**src/rtl/serial_add_ctrl.sv**
```systemverilog
// Bit-serial add/subtract sequencer: one full-adder slice plus a carry flop,
// stepped LSB first over WIDTH cycles, with a one-cycle done pulse on completion.
module serial_add_ctrl #(
    parameter int unsigned WIDTH = 8,
    parameter int unsigned CW    = 4
) (
    input  logic             clk,
    input  logic             rst,
    input  logic             start,
    input  logic             sub,
    input  logic [WIDTH-1:0] a,
    input  logic [WIDTH-1:0] b,
    input  logic             cin,
    output logic             busy,
    output logic             done,
    output logic [WIDTH-1:0] sum,
    output logic             cout,
    output logic             ovf
);

    typedef enum logic [1:0] {
        IDLE  = 2'd0,
        SHIFT = 2'd1,
        DONE  = 2'd2
    } state_t;

    state_t           state, state_d;
    logic [WIDTH-1:0] a_r, a_d;
    logic [WIDTH-1:0] b_r, b_d;
    logic [WIDTH-1:0] acc, acc_d;
    logic [WIDTH-1:0] sum_d;
    logic [CW-1:0]    cnt, cnt_d;
    logic             carry, carry_d;
    logic             busy_d, done_d, cout_d, ovf_d;

    // Full-adder slice on the current LSBs
    logic             s_bit, c_out, last_step;
    assign s_bit     = a_r[0] ^ b_r[0] ^ carry;
    assign c_out     = (a_r[0] & b_r[0]) | (a_r[0] & carry) | (b_r[0] & carry);
    assign last_step = (cnt == CW'(WIDTH - 1));

    always_ff @(posedge clk) begin
        if (rst) begin
            state <= IDLE;
            a_r   <= '0;
            b_r   <= '0;
            acc   <= '0;
            cnt   <= '0;
            carry <= 1'b0;
            busy  <= 1'b0;
            done  <= 1'b0;
            sum   <= '0;
            cout  <= 1'b0;
            ovf   <= 1'b0;
        end else begin
            state <= state_d;
            a_r   <= a_d;
            b_r   <= b_d;
            acc   <= acc_d;
            cnt   <= cnt_d;
            carry <= carry_d;
            busy  <= busy_d;
            done  <= done_d;
            sum   <= sum_d;
            cout  <= cout_d;
            ovf   <= ovf_d;
        end
    end

    always_comb begin
        state_d = state;
        a_d     = a_r;
        b_d     = b_r;
        acc_d   = acc;
        cnt_d   = cnt;
        carry_d = carry;
        busy_d  = 1'b0;
        done_d  = 1'b0;
        sum_d   = sum;
        cout_d  = cout;
        ovf_d   = ovf;

        case (state)
            IDLE, DONE: begin
                state_d = IDLE;
                if (start) begin
                    a_d     = a;
                    b_d     = sub ? ~b : b;
                    carry_d = sub ? 1'b1 : cin;
                    cnt_d   = '0;
                    busy_d  = 1'b1;
                    state_d = SHIFT;
                end
            end
            SHIFT: begin
                acc_d   = {s_bit, acc[WIDTH-1:1]};
                a_d     = a_r >> 1;
                b_d     = b_r >> 1;
                carry_d = c_out;
                cnt_d   = cnt + CW'(1);
                busy_d  = 1'b1;
                // Incoming carry on the MSB step is the carry into the MSB
                if (last_step) begin
                    sum_d   = {s_bit, acc[WIDTH-1:1]};
                    cout_d  = c_out;
                    ovf_d   = carry ^ c_out;
                    done_d  = 1'b1;
                    busy_d  = 1'b0;
                    state_d = DONE;
                end
            end
            default: state_d = IDLE;
        endcase
    end

endmodule

```
**config.mk**
```make
export PLATFORM = sky130hd
export DESIGN_NAME = serial_add_ctrl
export DESIGN_NICKNAME = d
export VERILOG_FILES = /design/src/rtl/serial_add_ctrl.sv
export SDC_FILE = /design/constraint.sdc
export NUM_CORES = 1
export LEC_CHECK = 0
export BUFFER_PORTS_ARGS = -buffer_cell sky130_fd_sc_hd__buf_2
export CORE_MARGIN = 2
export CORE_UTILIZATION = 25
export CTS_CLUSTER_SIZE = 25
export DETAILED_ROUTE_END_ITERATION = 10
export GPL_TIMING_DRIVEN = 0
export SYNTH_ARGS = -nofsm -noshare
export SYNTH_HDL_FRONTEND = slang
export SYNTH_SLANG_ARGS = --single-unit
export TNS_END_PERCENT = 20
```
**constraint.sdc**
```tcl
create_clock -name clk -period 1.5 [get_ports clk]
set_input_delay 0.15 -clock clk [delete_from_list [all_inputs] [get_ports clk]]
set_output_delay 0.15 -clock clk [all_outputs]
set_load 0.01 [all_outputs]
```
======== Word-level counts from Yosys, hierarchy flattened ========
Cells that the tools add are included.
storage, ports and cells
  input port bits ......................... 21
  register bits ........................... 43
cells by class
  equality and inequality tests ........... 5
  reductions and logical operators ........ 6
  add/subtract/negate cells ............... 1
  bitwise gates (word level) .............. 10
  mux-type cells .......................... 17
operator list
  cell                                                  number
  case mux 8 bit (2 select lines)                       2
  2-to-1 mux 8 bit                                      3
  NOT 8 bit                                             1
  case mux 4 bit (2 select lines)                       1
  2-to-1 mux 1 bit                                      6
  adder 4 x 1 -> 4 bit (second input constant)          1
  equality test 4 x 3 -> 1 bit (second input constant)  1
  2-to-1 mux 4 bit                                      1
  inequality test 2 bit (second input constant)         2
  case mux 1 bit (2 select lines)                       2
  case mux 2 bit (2 select lines)                       1
  AND reduction 2 bit                                   2
  OR reduction 2 bit                                    2
  AND 1 bit                                             3
  bitwise XOR 1 bit                                     3
  equality test 2 x 1 -> 1 bit (second input constant)  1
  equality test 2 bit (second input constant)           1
  logical NOT 2 bit                                     1
  2-to-1 mux 2 bit                                      1
  OR 1 bit                                              2
  nonzero test 2 bit                                    1
  NOT 1 bit                                             1

======== Longest topological paths before layout ========
  depth in word-level cells ............... 4
  gate-level depth with buffers ........... 5
  depth with buffers taken out ............ 4

======== Worst setup path before layout ========
OpenSTA, ideal clock, no wires.
  path type ............................... register -> register
  start point ............................. reg a_r[0]
  end point ............................... reg ovf
  data required time ...................... 1409 ps
  stages on the path, launching flop included .. 4
  setup slack ............................. 281 ps
  arrival time ............................ 1128 ps
  period minus slack after synthesis ...... 1219 ps
  cell sequence ........................... dfxtp_1 > fa_1 > xnor2_1 > a311oi_1
between the ends
  longest elaborated chain between the ends .. 4
RTL lines
  item                      line  source
  from (decl)               28    logic [WIDTH-1:0] a_r, a_d;
  from (signal assigned)    45    a_r <= '0;
  from (signal assigned)    57    a_r <= a_d;
  AND 1 bit                 39    assign c_out = (a_r[0] & b_r[0]) | (a_r[0] & carry) | (b_r[0] & carry);
  OR 1 bit * (2 in series)  39
  named net c_out           37    logic s_bit, c_out, last_step;
  bitwise XOR 1 bit *       106   ovf_d = carry ^ c_out;
  to (signal assigned)      66    ovf <= ovf_d;
  to (decl)                 18    output logic ovf
The timed path passes the listed nets; every way through them passes the cells marked *.
A chain may end at the register's enable or synchronous reset.

======== Worst setup path after layout ========
  start point ............................. reg cnt[0]
  end point ............................... reg sum[2]
between the ends
  longest elaborated chain between the ends .. 2
RTL lines
  item                                  line  source
  from (decl)                           32    logic [CW-1:0] cnt, cnt_d;
  from (signal assigned)                60    cnt <= cnt_d;
  equality test 4 x 3 -> 1 bit          40    assign last_step = (cnt == CW'(WIDTH - 1));
  AND reduction 2 bit (no source line)  --
  to (signal assigned)                  64    sum <= sum_d;
  to (decl)                             16    output logic [WIDTH-1:0] sum,
Every way passes these cells.

==> impl_metrics.csv <==
group,metric,value,unit
status,status,"completed",
final_layout,nNetsFinal,259,
worst_setup_path,cp_max_fo,10,
synth,synth.largest_area_cell,"dfxtp_1",
final_layout,drive_gt1_frac,0.236,
timing,max_freq,735,MHz
worst_setup_path,rr_worst_depth,5,
floorplan,num_rows,30,
power,peakVddDrop,0.283,mV
worst_hold_path,min_from,"a[7]",
power,p_per_area,1030,nW/um^2
synth,synth_cell_types,29,
clock_network,cts_resized,0,
routing,drc,0,
clock_network,cts_tree,"yes",
timing,setup_violations,0,
floorplan,start_util,0.259,
worst_hold_path,holdPathEnd,"a_r[7]$_SDFFE_PP0P_",
synth,synth_ff_type,"dfxtp_1",
run,cap_violations,0,
clock_network,cts-root-buf,"clkbuf_8",
worst_setup_path,critPathKind,"reg -> reg",
clock_network,clk_pin_slew_worst_paths,0.09,ns
timing,fin_crit,1.36,ns
synth,synth_warnings,0,
routing,routed-via-count,1565,
synth,synth_commonest_cells,"42 x dfxtp_1, 37 x a21oi_1, 28 x nand3_1",
worst_setup_path,rr_startpoint,"cnt[0]$_SDFFE_PP0P_",
worst_hold_path,hp-class,"in -> reg",
synth,synth_most_common_cell,"dfxtp_1",
routing,wl_met2,1940,um
timing,hold_viol_final,0,
synth,synthArstFlopShare,0,
timing,fin_crit_sh,0.907,
global_routing,grt_max_degree,15,
global_routing,grt_pass1_wl,6620,um
routing,ant_nets,0,
placed_design,dpl_worst_slack,0.147,ns
placed_design,dp_hpwl,2920,um
routing,via_per_inst,4.70,
synth,synth.top_cell.area_share,0.476,
routing,first_iter_violations,104,
worst_hold_path,worstHoldPathCells,3,
global_routing,grt_use_total,0.109,
synth,ys_ff_latch,42,
placed_design,gp_congestion,0.782,
synth,syn_nets,222,
timing,tightestPinTransition,0.526,ns
floorplan,die_height,88.1,um
floorplan,core_area,6830,um^2
synth,ys_seq_area_frac,0.476,
worst_setup_path,rr_endpoint,"sum[2]$_SDFFE_PP0P_",
clock_network,post-cts-setup-buffers,0,
synth,syn_area,1770,um^2
power,total_leakage_power,0.807,nW
floorplan,die_w,88.1,um
routing,top_layer_used,"met4",
final_layout,area_delta_synth_final,20.4,%
synth,syn_area_per_cell,8.88,um^2
routing,firstDrtPassIters,4,
global_routing,antenna_found_initial,0,
floorplan,io_pins,33,
worst_setup_path,crit_arrival,1.52,ns
routing,wl,4160,um
synth,synth_edf_count,0,
placed_design,io_buffers,30,
clock_network,numCtsBuffers,5,
synth,synth_cells,199,
worst_setup_path,cp_data_required_time,1.66,ns
global_routing,grt-ovfl-total,0,
worst_setup_path,cp-startpoint,"cnt[0]$_SDFFE_PP0P_",
timing,tns,0,ns
final_layout,antenna_cells,0,
worst_setup_path,end_kind,"flop",
routing,m1WireLength,1890,um
clock_network,clockBufferDepth,2,
routing,met3_length,253,um
synth,synth_area_leaders,"dfxtp_1 48%, a21oi_1 10%, nand3_1 7.9%",
clock_network,cts_hold_buf,0,
clock_network,numClockSinks,42,
global_routing,first_global_vias,1435,
worst_setup_path,r2r_slack,0.14,ns
timing,rsz0062_at_grt,"no",
clock_network,clk_latency,0.30,ns
clock_network,htreeDepth,2,
timing,worst_slack,0.139,ns
floorplan,die_area,7760,um^2
timing,slew_viol_final,0,
routing,wire_per_inst,12.5,um
timing,slew_headroom,0.649,
timing,skew,0.00823,ns
worst_setup_path,start_kind,"flop",
## layout make-up
cell class / count / area (um^2)
Timing Repair Buffer: 30 / 150
Fill cell: 766 / 4700
Tap cell: 96 / 120
Buffer: 20 / 128
Clock inverter: 3 / 21.3
Sequential cell: 42 / 841
Multi-Input combinational cell: 137 / 798
Clock buffer: 5 / 68.8
## metal layers
metal | vias to the layer above | global-route usage
met3 | 7 | 0.0283
met5 | - | 0
li1 | 778 | -
met4 | 0 | 0.0455
met2 | 38 | 0.174
met1 | 742 | 0.140
## cells by family (layout without fill, tap and decap cells)
group,Yosys count,count (layout),synth area share
AOI/OAI and AO/OA,64,64,0.208
and+or+nand+nor,60,60,0.166
DFF,42,42,0.476
buffers and inverters,20,58,0.0722
xor gates and xnor gates,9,9,0.0446
adders and majority gates,2,2,0.0184
muxes,2,2,0.0142
## worst max-delay path by stage
stage,endpoint,slack (ns),cells after the start
after floorplan,ovf$_SDFFE_PP0P_,0.28,3
after global placement,busy$_SDFF_PP0_,0.16,5
after detailed placement,busy$_SDFF_PP0_,0.15,5
after CTS,busy$_SDFF_PP0_,0.14,5
after global routing,state[0]$_SDFFE_PP0P_,0.03,5
final,sum[2]$_SDFFE_PP0P_,0.14,5
## per-stage QoR
step | util | hold WS [ns] | instance area (um^2) | cells | total power [mW]
after detailed placement | 0.298 | 0.406 | 2040 | 325 | 1.50
after CTS | 0.311 | 0.0811 | 2130 | 333 | 2.22
after global routing | 0.311 | 0.104 | 2130 | 333 | 2.31
after floorplan | - | 0.286 | 1770 | 199 | 1.41
final | 0.311 | 0.0806 | 2130 | 333 | 2.20
after global placement | 0.298 | 0.403 | 2040 | 325 | 1.49
## state kept, by name, summed over array words and instances (netlist names)
| register | cells |
|---|---|
| a_r | 8 |
| b_r | 8 |
| sum | 8 |
| acc | 7 |
| cnt | 4 |
| state | 2 |
| busy | 1 |
| carry | 1 |
| cout | 1 |
| done | 1 |
| ovf | 1 |
## where the power goes
group	switching, mW	total [mW]	internal (mW)
logic	0.165	0.284	0.119
clock network	0.399	0.726	0.327
registers	0.0282	1.19	1.16
total	0.593	2.20	1.61
## worst max-delay path, stage by stage (launching register included)
cell	delay, ns
dfxtp_1	0.38
ha_1	0.22
nand3b_1	0.12
buf_2	0.21
o21ai_0	0.20
a21oi_1	0.09
## placed cells by master (no fill, tap or decap), drive strengths merged, types with 3 or more instances in the layout
master / synthesis / routed
dfxtp: 42 / 42
a21oi: 37 / 37
xor2: 8 / 8
buf: 15 / 45
o21ai: 10 / 10
nand2b: 3 / 3
nand3: 28 / 28
a22oi: 14 / 14
clkbuf: 5 / 10
nand2: 18 / 18
(Power assumes the default switching activity.)
